$ cat config.mk
export PLATFORM = sky130hd
export DESIGN_NAME = ym_bus_master
export DESIGN_NICKNAME = d
export VERILOG_FILES = /design/src/rtl/ym_bus_master.sv
export SDC_FILE = /design/constraint.sdc
export NUM_CORES = 1
export LEC_CHECK = 0
export ABC_AREA = 1
export CAP_MARGIN = 20
export CORE_AREA = 3 3 72 74
export DETAILED_ROUTE_END_ITERATION = 6
export DIE_AREA = 0 0 75 77
export PLACE_DENSITY_LB_ADDON = 0.25
export SYNTH_ARGS = -nofsm -noshare
export SYNTH_HDL_FRONTEND = slang
export SYNTH_SLANG_ARGS = --single-unit
$ cat constraint.sdc
create_clock -name clk -period 2.3 [get_ports clk]
set_clock_uncertainty 0.2 [all_clocks]
set_input_delay 0.575 -clock clk [delete_from_list [all_inputs] [get_ports clk]]
set_output_delay 0.575 -clock clk [all_outputs]
set_load 0.01 [all_outputs]
$ cat src/rtl/ym_bus_master.sv
// Host-side initiator for the YM3812 (OPL2) parallel bus: runs one register write
// (address pass, recovery wait, data pass, recovery wait) or one read at a time.
module ym_bus_master #(
    parameter int unsigned SETUP_CYC = 1,
    parameter int unsigned PULSE_CYC = 4,
    parameter int unsigned HOLD_CYC  = 1,
    parameter int unsigned ADDR_WAIT = 32,
    parameter int unsigned DATA_WAIT = 192
) (
    input  logic       clk,
    input  logic       rst,
    input  logic       req_valid,
    output logic       req_ready,
    input  logic       req_rd,
    input  logic [7:0] req_reg,
    input  logic [7:0] req_data,
    output logic [7:0] rd_data,
    output logic       rd_valid,
    output logic       busy,
    output logic       ym_cs_l,
    output logic       ym_a0,
    output logic       ym_wr_l,
    output logic       ym_rd_l,
    output logic [7:0] yd_out,
    output logic       yd_oe,
    input  logic [7:0] yd_in
);

    // The down-counter is loaded with (length - 1) on entry and the state ends at zero.
    localparam logic [7:0] SETUP_LD = 8'(SETUP_CYC - 1);
    localparam logic [7:0] PULSE_LD = 8'(PULSE_CYC - 1);
    localparam logic [7:0] HOLD_LD  = 8'(HOLD_CYC - 1);
    localparam logic [7:0] AWAIT_LD = 8'(ADDR_WAIT - 1);
    localparam logic [7:0] DWAIT_LD = 8'(DATA_WAIT - 1);

    typedef enum logic [3:0] {
        IDLE,
        W_SET,
        W_PUL,
        W_HLD,
        A_WAIT,
        D_WAIT,
        R_SET,
        R_PUL,
        R_HLD
    } state_e;

    state_e     state_q, state_d;
    logic [7:0] cnt_q, cnt_d;
    logic       phase_q, phase_d;
    logic [7:0] data_q, data_d;

    logic       cs_l_q, cs_l_d;
    logic       a0_q, a0_d;
    logic       wr_l_q, wr_l_d;
    logic       rd_l_q, rd_l_d;
    logic [7:0] yd_out_q, yd_out_d;
    logic       yd_oe_q, yd_oe_d;
    logic [7:0] rd_data_q, rd_data_d;
    logic       rd_valid_q, rd_valid_d;
    logic       ready_q, ready_d;
    logic       busy_q, busy_d;

    logic       last;

    assign last = (cnt_q == 8'd0);

    // Pin values are computed from the *next* state and registered, so every
    // bus output comes straight from a flop.
    always_comb begin
        // NOTE: every signal gets a default before the case so no latch is inferred.
        state_d    = state_q;
        cnt_d      = last ? cnt_q : cnt_q - 8'd1;
        phase_d    = phase_q;
        data_d     = data_q;
        a0_d       = a0_q;
        yd_out_d   = yd_out_q;
        rd_data_d  = rd_data_q;
        rd_valid_d = 1'b0;

        case (state_q)
            IDLE: begin
                if (req_valid) begin
                    phase_d = 1'b0;
                    cnt_d   = SETUP_LD;
                    if (req_rd) begin
                        state_d = R_SET;
                        a0_d    = req_reg[0];
                    end else begin
                        state_d  = W_SET;
                        a0_d     = 1'b0;
                        yd_out_d = req_reg;
                        data_d   = req_data;
                    end
                end
            end
            W_SET: begin
                if (last) begin
                    state_d = W_PUL;
                    cnt_d   = PULSE_LD;
                end
            end
            W_PUL: begin
                if (last) begin
                    state_d = W_HLD;
                    cnt_d   = HOLD_LD;
                end
            end
            W_HLD: begin
                if (last) begin
                    state_d = phase_q ? D_WAIT : A_WAIT;
                    cnt_d   = phase_q ? DWAIT_LD : AWAIT_LD;
                end
            end
            A_WAIT: begin
                // Address recovery done: start the data pass on the data port.
                if (last) begin
                    state_d  = W_SET;
                    cnt_d    = SETUP_LD;
                    phase_d  = 1'b1;
                    a0_d     = 1'b1;
                    yd_out_d = data_q;
                end
            end
            D_WAIT: begin
                if (last) begin
                    state_d = IDLE;
                end
            end
            R_SET: begin
                if (last) begin
                    state_d = R_PUL;
                    cnt_d   = PULSE_LD;
                end
            end
            R_PUL: begin
                if (last) begin
                    state_d   = R_HLD;
                    cnt_d     = HOLD_LD;
                    rd_data_d = yd_in;
                end
            end
            R_HLD: begin
                if (last) begin
                    state_d    = IDLE;
                    rd_valid_d = 1'b1;
                end
            end
            default: begin
                state_d = IDLE;
                cnt_d   = 8'd0;
            end
        endcase

        cs_l_d  = 1'b1;
        wr_l_d  = 1'b1;
        rd_l_d  = 1'b1;
        yd_oe_d = 1'b0;
        case (state_d)
            W_SET, W_HLD: begin
                cs_l_d  = 1'b0;
                yd_oe_d = 1'b1;
            end
            W_PUL: begin
                cs_l_d  = 1'b0;
                yd_oe_d = 1'b1;
                wr_l_d  = 1'b0;
            end
            R_SET, R_HLD: begin
                cs_l_d = 1'b0;
            end
            R_PUL: begin
                cs_l_d = 1'b0;
                rd_l_d = 1'b0;
            end
            default: ;
        endcase

        ready_d = (state_d == IDLE);
        busy_d  = ~ready_d;
    end

    // NOTE: state registers use non-blocking assignments only, so every flop
    // samples the pre-edge value of every other flop.
    always_ff @(posedge clk) begin
        if (rst) begin
            state_q    <= IDLE;
            cnt_q      <= 8'd0;
            phase_q    <= 1'b0;
            data_q     <= 8'd0;
            cs_l_q     <= 1'b1;
            a0_q       <= 1'b0;
            wr_l_q     <= 1'b1;
            rd_l_q     <= 1'b1;
            yd_out_q   <= 8'd0;
            yd_oe_q    <= 1'b0;
            rd_data_q  <= 8'd0;
            rd_valid_q <= 1'b0;
            ready_q    <= 1'b1;
            busy_q     <= 1'b0;
        end else begin
            state_q    <= state_d;
            cnt_q      <= cnt_d;
            phase_q    <= phase_d;
            data_q     <= data_d;
            cs_l_q     <= cs_l_d;
            a0_q       <= a0_d;
            wr_l_q     <= wr_l_d;
            rd_l_q     <= rd_l_d;
            yd_out_q   <= yd_out_d;
            yd_oe_q    <= yd_oe_d;
            rd_data_q  <= rd_data_d;
            rd_valid_q <= rd_valid_d;
            ready_q    <= ready_d;
            busy_q     <= busy_d;
        end
    end

    assign req_ready = ready_q;
    assign busy      = busy_q;
    assign ym_cs_l   = cs_l_q;
    assign ym_a0     = a0_q;
    assign ym_wr_l   = wr_l_q;
    assign ym_rd_l   = rd_l_q;
    assign yd_out    = yd_out_q;
    assign yd_oe     = yd_oe_q;
    assign rd_data   = rd_data_q;
    assign rd_valid  = rd_valid_q;

endmodule

Word level (Yosys, flattened, before mapping)
Index checks and enable logic that the tools add are counted.
{"block": "classes", "n_addsub": 1, "n_eq_ne": 17, "n_mux": 33, "bitwise": 3, "n_reduce_logical": 14}
{"operator": "two-way mux 8 bit", "count": 9}
{"operator": "case mux 8 bit (5 select lines)", "count": 1}
{"operator": "two-way mux 4 bit", "count": 8}
{"operator": "case mux 4 bit (8 select lines)", "count": 1}
{"operator": "== test 4 x 3 -> 1 bit (second input constant)", "count": 6}
{"operator": "== test 4 x 2 -> 1 bit (second input constant)", "count": 4}
{"operator": "case mux 8 bit (2 select lines)", "count": 1}
{"operator": "two-way mux 1 bit", "count": 10}
{"operator": "== test 4 x 1 -> 1 bit (second input constant)", "count": 2}
{"operator": "== test 4 bit (second input constant)", "count": 2}
{"operator": "logical NOT 4 bit", "count": 2}
{"operator": "logical NOT 8 bit", "count": 1}
{"operator": "subtractor 8 x 1 -> 8 bit (second input constant)", "count": 1}
{"operator": "inequality test 2 bit (second input constant)", "count": 3}
{"operator": "AND reduction 3 bit", "count": 2}
{"operator": "OR reduction 2 bit", "count": 3}
{"operator": "OR reduction 3 bit", "count": 2}
{"operator": "OR reduction 6 bit", "count": 1}
{"operator": "case mux 1 bit (2 select lines)", "count": 2}
{"operator": "AND reduction 4 bit", "count": 1}
{"operator": "two-way mux 3 bit", "count": 1}
{"operator": "inverter 1 bit", "count": 3}
{"operator": "AND reduction 2 bit", "count": 1}
{"operator": "nonzero test 2 bit", "count": 1}
{"block": "word_totals", "reg_bits": 45, "in_bits": 28, "output_inout_bits": 24, "wordCells": 82}

Longest topological paths before layout
Gate-level depths: netlist (run 1).
{"block": "depth", "word_depth": 6, "mapped_depth": 12, "depth_no_buf": 12}

Least setup slack after synthesis (run 1)
No wires, ideal clock.
{"block": "synth_path", "kind": "reg-to-reg", "startpoint": "register cnt_q[0]", "endpoint": "register busy_q, in the netlist busy", "t_arrival_ns": 1.442, "required_time_ns": 1.988, "path_slack_ns": 0.546, "path_stages_with_launch": 12, "n_path_buf": 1, "synth_period_minus_slack_ns": 1.754, "cell_sequence": "dfxtp_1 -> inv_1 -> ha_1 -> nand2_2 -> nor2_8 -> buf_6 -> a21oi_1 -> nand2_2 -> nor2_4 -> nand2_1 -> nor2_1 -> nor2_1"}
{"block": "synth_between", "elab_chain_len": 5, "elab_cells_between_ends": 11, "classes_between": "mux (8); bitwise (1); reduce/logical (2)"}
{"element": "start, declared", "line": "49", "text": "logic [7:0] cnt_q, cnt_d;"}
{"element": "start signal, assigned", "line": "203", "text": "cnt_q <= cnt_d;"}
{"element": "logical NOT 8 bit (*)", "line": "66", "text": "assign last = (cnt_q == 8'd0);"}
{"element": "two-way mux 4 bit, or another cell as far along", "line": "126, 144"}
{"element": "case mux 4 bit (8 select lines) (*)", "line": "81", "text": "case (state_q)"}
{"element": "logical NOT 4 bit (*)", "line": "179", "text": "ready_d = (state_d == IDLE);"}
{"element": "inverter 1 bit (*)", "line": "180", "text": "busy_d = ~ready_d;"}
{"element": "end signal, assigned", "line": "215", "text": "busy_q <= busy_d;"}
{"element": "end, declared", "line": "62", "text": "logic busy_q, busy_d;"}
Every way passes the cells marked *; elsewhere a longest branch is shown, timed or not.
A chain may end at the register's enable or synchronous reset.

Worst setup path in the final report (run 1)
Same ends and word-level chain as after synthesis.

==> results.cfg, run 1 <==
[outcome]
status = finished clean

[worst_setup_path]
slowest_stage = dfxtp_1
reg2reg_slack_ns = 0.31
path_class = reg2reg
cp.required_ns = 2.30
crit_top_cell = nand2_1
r2r_start = cnt_q[0]
slowest_delay_ns = 0.37
critPathMaxFanout = 11
crit_path_cell_trace = inv_1 > ha_1 > nand2_2 > inv_1 > nand2_4 > nand2_1 > nand2_1 > nand2_1 > nor2_2 > nand2_1 > nor2_1 > nor2_1
critPathLaunchType = flip-flop
worst-endpoint-arrival_ns = 1.99
reg2reg_depth = 12
critPathCaptureType = flip-flop
worstReg2RegEnd = busy

[synthesis]
ys_seq_area_share_pct = 40.13
synth-xor-area-share_pct = 0.3902
synth_mux_area_share_pct = 0
synth-simple-area-share_pct = 32.89
synth_compound_area_share_pct = 15.55
yosysTopAreaCellShare_pct = 40.13
synth.top_cells.by_area = dfxtp_1 40%, nand2_1 8.7%, nor2_1 7.9%, a21oi_1 5.6%, inv_1 5.2%
ys_ff_latch = 45
synthDistinctLibCells = 32
ys_warn_count = 0
synth_cells = 303
synthAdderAreaFrac_pct = 2.230
synth_top_family_by_area = simple AND/OR/NAND/NOR gates
syn_area_um2 = 2245
synth_top_cell_by_area = dfxtp_1
post_synth.cell_area_avg_um2 = 7.408
synth_fp_nets = 335

[sta]
fin_crit_sh_pct = 86.51
worst_slack_ns = 0.3103
layout_min_cycle_time_ns = 1.990
finalMaxSlewViolations = 0
max-slew-margin-rel_pct = 71.13
fmax_mhz = 502.6
rsz0062_at_grt = no
tns_ns = 0
finalHoldViolCount = 0
setup_viol = 0
worst_pin_slew_ns = 0.4297

[layout]
final_cell_mix = 52 x nand2_1, 51 x clkdlybuf4s50_1, 47 x nor2_1
finalInstanceArea_um2 = 2915
post-route-util_pct = 62.55
syn_to_final_growth_pct = 29.88
antennaDiodeCount = 0
nets = 389
drive_gt1_share_pct = 11.73
layout_commonest_cell = nand2_1

[cts]
cts.sinks = 45
root_buffer = clkbuf_8
cts_setup_buffers = 0
ctsHoldBuffers = 0
clk_pin_slew_ns = 0.08
numCtsBuffers = 5
ctsResizeCount = 0
insertion_delay_ns = 0.30
clockBufferDepth = 2
cts_tree = yes
cts_max_level = 2

[power_and_ir_drop]
p_sw_mw = 1.346
combPwrFrac_pct = 50.7
clock_power_share_pct = 16.1
internal_power_mw = 1.939
p_seq_share_pct = 33.2
pwr_density_cell_nw_per_um2 = 1127
peakVddDrop_mv = 0.5475
p_sw_share_pct = 40.98
p_leak_nw = 1.296

[place]
dp_hpwl_um = 3765
placed_area_um2 = 2814
gp_congestion = 0.8988
io_buffer_count = 51
dp_slack_ns = 0.09891

[drt]
via_per_inst = 5.112
dr.pass1.iters = 4
vias = 2106
drc = 0
ant_nets = 0
wl_per_cell_um = 12.20
finalWirelength_um = 5026
drtIter0Drc = 127

[grt]
grt_pass1_wl_um = 8852
antenna_found_initial = 0
grt_usage_pct = 19.43
grt_max_degree = 24
grt_pass1_vias = 1996
grt-ovfl-total = 0

[min_path]
hp-start = data_q[6]
whs_path_depth = 2
min_to = data_q[6]
hp-class = reg2reg

[floorplan]
core_um2 = 4661
start_util_pct = 48.16
ioPinCount = 52
num_rows = 25
chipWidth_um = 75
die_area_um2 = 5775
die_y_um = 77

[job]
maxCapViolCount = 0
## worst max path at each step
| stage | from | to | cells after the start |
|---|---|---|---|
| 2_1_floorplan | cnt_q[0] | busy | 11 |
| 3_5_place_dp | req_valid | ym_rd_l | 8 |
| 5_1_grt | cnt_q[0] | busy | 11 |
| 3_3_place_gp | req_valid | ym_rd_l | 8 |
| 4_1_cts | cnt_q[0] | busy | 11 |
| 6_report | cnt_q[0] | busy | 12 |
## worst max-delay path: cells and delay by family, from the launching register on
family | cells | cell delay, ns
simple gates | 9 | 0.92
flops | 1 | 0.37
fa+ha+maj | 1 | 0.23
buf+inv | 2 | 0.18
## power by group through the flow
stage / logic (mW) / clock network [mW] / registers (mW)
final: 1.66 / 0.529 / 1.09
after global routing: 1.87 / 0.574 / 1.11
after CTS: 1.67 / 0.544 / 1.09
after detailed placement: 1.66 / 0 / 1.11
after global placement: 1.63 / 0 / 1.11
after floorplan: 1.18 / 0 / 1.13
## cells by family after synthesis
logic type / count (synthesis)
AOI/OAI and AO/OA: 60
adders and majority gates: 4
DFF: 45
and+or+nand+nor: 148
buffers and inverters: 45
xor gates and xnor gates: 1
## routing by layer
metal | routed length, um | vias to the layer above | share of wire, % | global-route usage [%]
met1 | 2325 | 942 | 46 | 25.89
met4 | 88 | 0 | 1.8 | 7.829
met3 | 298 | 9 | 5.9 | 6.422
li1 | - | 1104 | - | -
met2 | 2313 | 51 | 46 | 28.48
met5 | 0 | - | 0 | 0
## cells in the mapped netlist
cell	number
o2111ai_1	8
nand2_1	52
nor3b_1	1
nor2_1	47
a21oi_4	1
clkbuf_1	3
o211a_1	1
o21ai_1	2
inv_2	4
buf_4	3
dfxtp_1	45
nand2_4	3
a21oi_1	25
nand2_2	3
nand3b_1	4
nor2_4	6
o211ai_1	1
xnor2_1	1
nor2_2	4
nor3_1	5
nand4_1	4
nand3_2	2
inv_1	31
nor3_2	1
or2_2	2
nand3_1	12
buf_2	2
buf_6	2
o21ai_0	22
ha_1	4
nor2_8	1
nand3b_2	1
## layout make-up
type	instances	area, um^2
clock buffer	7	96.34
multi-input combinational	213	1146
timing repair buffer	57	568.0
tap	54	67.56
inverter	35	131.4
sequential	45	900.9
fill	416	1745
clock inverter	1	5.005
## sequential cells by signal (all words and copies together) (netlist names), 4 cells and up
register  count
cnt_q         8
state_q       4
rd_data       8
data_q        8
yd_out        8
## metrics by stage
| stage | hold slack (ns) | instances | power [mW] |
|---|---|---|---|
| after floorplan | 0.2298 | 303 | 2.304 |
| after global placement | 0.2422 | 404 | 2.740 |
| after detailed placement | 0.2453 | 404 | 2.765 |
| after CTS | 0.2578 | 412 | 3.309 |
| after global routing | 0.2771 | 412 | 3.563 |
| final | 0.2558 | 412 | 3.286 |
Power figures use the tool's default switching activity.
==> run 2, diff against run 1 <==
--- a/config.mk
+++ b/config.mk
@@ -11,6 +11,7 @@
 export DETAILED_ROUTE_END_ITERATION = 6
 export DIE_AREA = 0 0 75 77
 export PLACE_DENSITY_LB_ADDON = 0.25
+export SETUP_SLACK_MARGIN = 0.2
 export SYNTH_ARGS = -nofsm -noshare
 export SYNTH_HDL_FRONTEND = slang
 export SYNTH_SLANG_ARGS = --single-unit
==> results.cfg, run 2 (same netlist as run 1, synthesis figures left out) <==
[outcome]
status = finished clean

[worst_setup_path]
critPathBufInv = 1
cpLargestDelayFamily = buffers and inverters
critPathCaptureType = output port
worst-endpoint-arrival_ns = 1.20
cp.required_ns = 1.52
path_class = reg2out
critPathMaxFanout = 2
crit_path_cell_trace = clkdlybuf4s50_1
slowest_stage = clkdlybuf4s50_1
critPathLaunchType = flip-flop
slowest_delay_ns = 0.55

[cts]
insertion_delay_ns = 0.30
root_buffer = clkbuf_8
clockBufferDepth = 2
cts_max_level = 2
numCtsBuffers = 5
clk_pin_slew_ns = 0.08
cts_tree = yes
cts.sinks = 45

[sta]
setup_viol = 0
fmax_mhz = 505.3
layout_min_cycle_time_ns = 1.979
fin_crit_sh_pct = 86.05
worst_pin_slew_ns = 0.4284
finalHoldViolCount = 0
worst_slack_ns = 0.3210
max-slew-margin-rel_pct = 71.22
tns_ns = 0
rsz0062_at_grt = no
finalMaxSlewViolations = 0

[drt]
ant_nets = 0
drtIter0Drc = 125
vias = 2103
via_per_inst = 5.104
finalWirelength_um = 5023
drc = 0
dr.pass1.iters = 4
wl_per_cell_um = 12.19

[grt]
grt_usage_pct = 19.43
grt-ovfl-total = 0
grt_pass1_vias = 1996
antenna_found_initial = 0
grt_pass1_wl_um = 8852
grt_max_degree = 24

[min_path]
hp-class = reg2reg

[place]
dp_slack_ns = 0.09891
gp_congestion = 0.8988
io_buffer_count = 51
dp_hpwl_um = 3765

[layout]
antennaDiodeCount = 0
layout_commonest_cell = nand2_1
post-route-util_pct = 62.85
nets = 389
drive_gt1_share_pct = 11.73
syn_to_final_growth_pct = 30.49
final_cell_mix = 52 x nand2_1, 51 x clkdlybuf4s50_1, 47 x nor2_1

[floorplan]
ioPinCount = 52
core_um2 = 4661
start_util_pct = 48.16
num_rows = 25
die_y_um = 77
die_area_um2 = 5775
chipWidth_um = 75

[power_and_ir_drop]
p_sw_share_pct = 41.11
internal_power_mw = 1.950
power_mw = 3.311
p_seq_share_pct = 33.0
clock_power_share_pct = 15.9
p_sw_mw = 1.361
p_leak_nw = 1.293
pwr_density_cell_nw_per_um2 = 1130
combPwrFrac_pct = 51.1
peakVddDrop_mv = 0.5441

[job]
maxCapViolCount = 0
-- run 2: final cells by class --
cell class / instances / area [um^2]
sequential: 45 / 900.9
multi-input combinational: 213 / 1160
fill: 416 / 1732
clock buffer: 7 / 96.34
tap: 54 / 67.56
inverter: 35 / 131.4
clock inverter: 1 / 5.005
timing repair buffer: 57 / 568.0
-- run 2: power by group through the flow --
stage,clock (mW),combinational (mW),sequential [mW]
floorplan,0,1.18,1.13
global placement,0,1.63,1.11
detailed placement,0,1.66,1.11
CTS,0.544,1.67,1.09
global route,0.574,1.90,1.11
finish,0.528,1.69,1.09
-- run 2: metrics by stage --
step,hold slack [ns],instance area [um^2],std cells
after floorplan,0.2298,2245,303
after global placement,0.2422,2814,404
after detailed placement,0.2453,2814,404
after CTS,0.2578,2915,412
after global routing,0.2771,2929,412
final,0.2560,2929,412
-- run 2: final timing paths --
check,from,endpoint,slack [ns],cells after the start
worst max-delay path,yd_out[4],yd_out[4],0.32,1
worst min-delay path,data_q[6],data_q[6],0.26,2
worst max register to register,cnt_q[0],busy,0.35,12
worst min register to register,data_q[6],data_q[6],0.26,2
-- run 2: what timing repair did --
item,4_1_cts,5_1_grt
endpoints found under the setup margin,0,3
hold buffers,0,0
endpoints found under the hold margin,0,0
buffers inserted,0,0
resized for setup,0,2
-- run 2: tightest hold or removal path, cell delays in order (launching register included) --
cell	delay [ns]
dfxtp_1	0.30
inv_1	0.06
a21oi_1	0.06
-- run 2: layer usage --
| layer | share of wire, % | GRT usage, % | vias up | routed length (um) |
|---|---|---|---|---|
| met4 | 1.8 | 7.829 | 0 | 88 |
| met3 | 6.0 | 6.422 | 9 | 300 |
| li1 | - | - | 1104 | - |
| met5 | 0 | 0 | - | 0 |
| met1 | 46 | 25.89 | 939 | 2307 |
| met2 | 46 | 28.48 | 51 | 2327 |
==> run 3, diff against run 2 <==
--- a/config.mk
+++ b/config.mk
@@ -7,9 +7,9 @@
 export LEC_CHECK = 0
 export ABC_AREA = 1
 export CAP_MARGIN = 20
-export CORE_AREA = 3 3 72 74
+export CORE_AREA = 2 2 71 73
 export DETAILED_ROUTE_END_ITERATION = 6
-export DIE_AREA = 0 0 75 77
+export DIE_AREA = 0 0 73 75
 export PLACE_DENSITY_LB_ADDON = 0.25
 export SETUP_SLACK_MARGIN = 0.2
 export SYNTH_ARGS = -nofsm -noshare
==> results.cfg, run 3 (same netlist as run 1, synthesis figures left out) <==
[outcome]
status = finished clean

[worst_setup_path]
r2r_start = cnt_q[0]
slowest_delay_ns = 0.55
critPathCaptureType = output port
reg2reg_depth = 11
crit_end = yd_out[5]
reg2reg_slack_ns = 0.35
cpLargestDelayFamily = buffers and inverters
worstReg2RegEnd = busy
slowest_stage = clkdlybuf4s50_1
cp.required_ns = 1.52
cp.depth = 1
critPathMaxFanout = 2
crit_start = yd_out[5]
crit_path_cell_trace = clkdlybuf4s50_1
critPathLaunchType = flip-flop
critPathBufInv = 1
worst-endpoint-arrival_ns = 1.20
path_class = reg2out

[job]
maxCapViolCount = 0

[sta]
finalHoldViolCount = 0
fin_crit_sh_pct = 85.68
rsz0062_at_grt = no
layout_min_cycle_time_ns = 1.971
holdWs_ns = 0.2574
worst_pin_slew_ns = 0.3666
fmax_mhz = 507.4
setup_viol = 0
finalMaxSlewViolations = 0
max-slew-margin-rel_pct = 75.37
tns_ns = 0

[drt]
via_per_inst = 5.063
wl_per_cell_um = 11.69
dr.pass1.iters = 4
ant_nets = 0
vias = 2101
drtIter0Drc = 139
finalWirelength_um = 4852
drc = 0

[grt]
grt_pass1_vias = 1897
antenna_found_initial = 0
grt_max_degree = 24
grt_pass1_wl_um = 8328
grt-ovfl-total = 0
grt_usage_pct = 19.40

[cts]
cts_max_level = 2
clockBufferDepth = 2
insertion_delay_ns = 0.30
numCtsBuffers = 5
cts_tree = yes
root_buffer = clkbuf_8
clk_pin_slew_ns = 0.08
cts.sinks = 45
ctsHoldBuffers = 0

[floorplan]
ioPinCount = 52
start_util_pct = 48.16
core_um2 = 4661
die_area_um2 = 5475
die_y_um = 75
chipWidth_um = 73
num_rows = 25

[layout]
final_cell_mix = 52 x nand2_1, 51 x clkdlybuf4s50_1, 47 x nor2_1
post-route-util_pct = 63.03
antennaDiodeCount = 0
stdcell_count = 415
nets = 392
syn_to_final_growth_pct = 30.88
layout_commonest_cell = nand2_1
drive_gt1_share_pct = 12.74

[power_and_ir_drop]
p_seq_share_pct = 33.0
p_sw_share_pct = 41.56
pwr_density_cell_nw_per_um2 = 1126
combPwrFrac_pct = 52.7
p_sw_mw = 1.375
internal_power_mw = 1.934
peakVddDrop_mv = 0.5626
clock_power_share_pct = 14.3
p_leak_nw = 1.297

[place]
io_buffer_count = 51
dp_hpwl_um = 3605
dp.cells = 404
gp_congestion = 0.8790

[min_path]
hp-start = data_q[7]
hp-class = reg2reg
-- run 3: timing repair --
action                                  CTS  global route
endpoints found under the setup margin    0             2
resized for setup                         0             3
buffers inserted                          0             3
-- run 3: worst min-delay path by stage --
stage | slack, ns | cells after the start | to
final | 0.26 | 2 | data_q[7]
after global routing | 0.27 | 2 | data_q[2]
after global placement | 0.24 | 2 | data_q[4]
after CTS | 0.26 | 2 | data_q[0]
after floorplan | 0.23 | 2 | data_q[0]
after detailed placement | 0.25 | 2 | data_q[0]
-- run 3: power by group through the flow --
stage	Clock [mW]	Sequential, mW	Combinational [mW]
floorplan	0	1.13	1.18
global placement	0	1.11	1.64
detailed placement	0	1.11	1.66
CTS	0.488	1.09	1.67
global route	0.514	1.12	1.95
finish	0.473	1.09	1.74
-- run 3: metrics by stage --
stage / worst slack [ns] / power [mW] / instance area [um^2]
after global placement: 0.1620 / 2.743 / 2814
final: 0.3293 / 3.309 / 2938
after CTS: 0.2689 / 3.247 / 2900
after global routing: 0.2426 / 3.578 / 2938
after floorplan: 0.5462 / 2.304 / 2245
after detailed placement: 0.08264 / 2.765 / 2814
-- run 3: area by class of cell --
type / instances / area [um^2]
clock buffer: 5 / 68.82
clock inverter: 3 / 17.52
fill: 419 / 1723
inverter: 35 / 131.4
multi-input combinational: 213 / 1160
sequential: 45 / 902.1
tap: 54 / 67.56
timing repair buffer: 60 / 590.6
-- run 3: metal layers --
layer	track usage [%]	wire length [um]	up-vias	share of wire (%)
li1	-	-	1104	-
met1	24.69	2270	927	47
met2	31.83	2188	63	45
met3	4.819	313	7	6.5
met4	7.407	79	0	1.6
met5	0	0	-	0
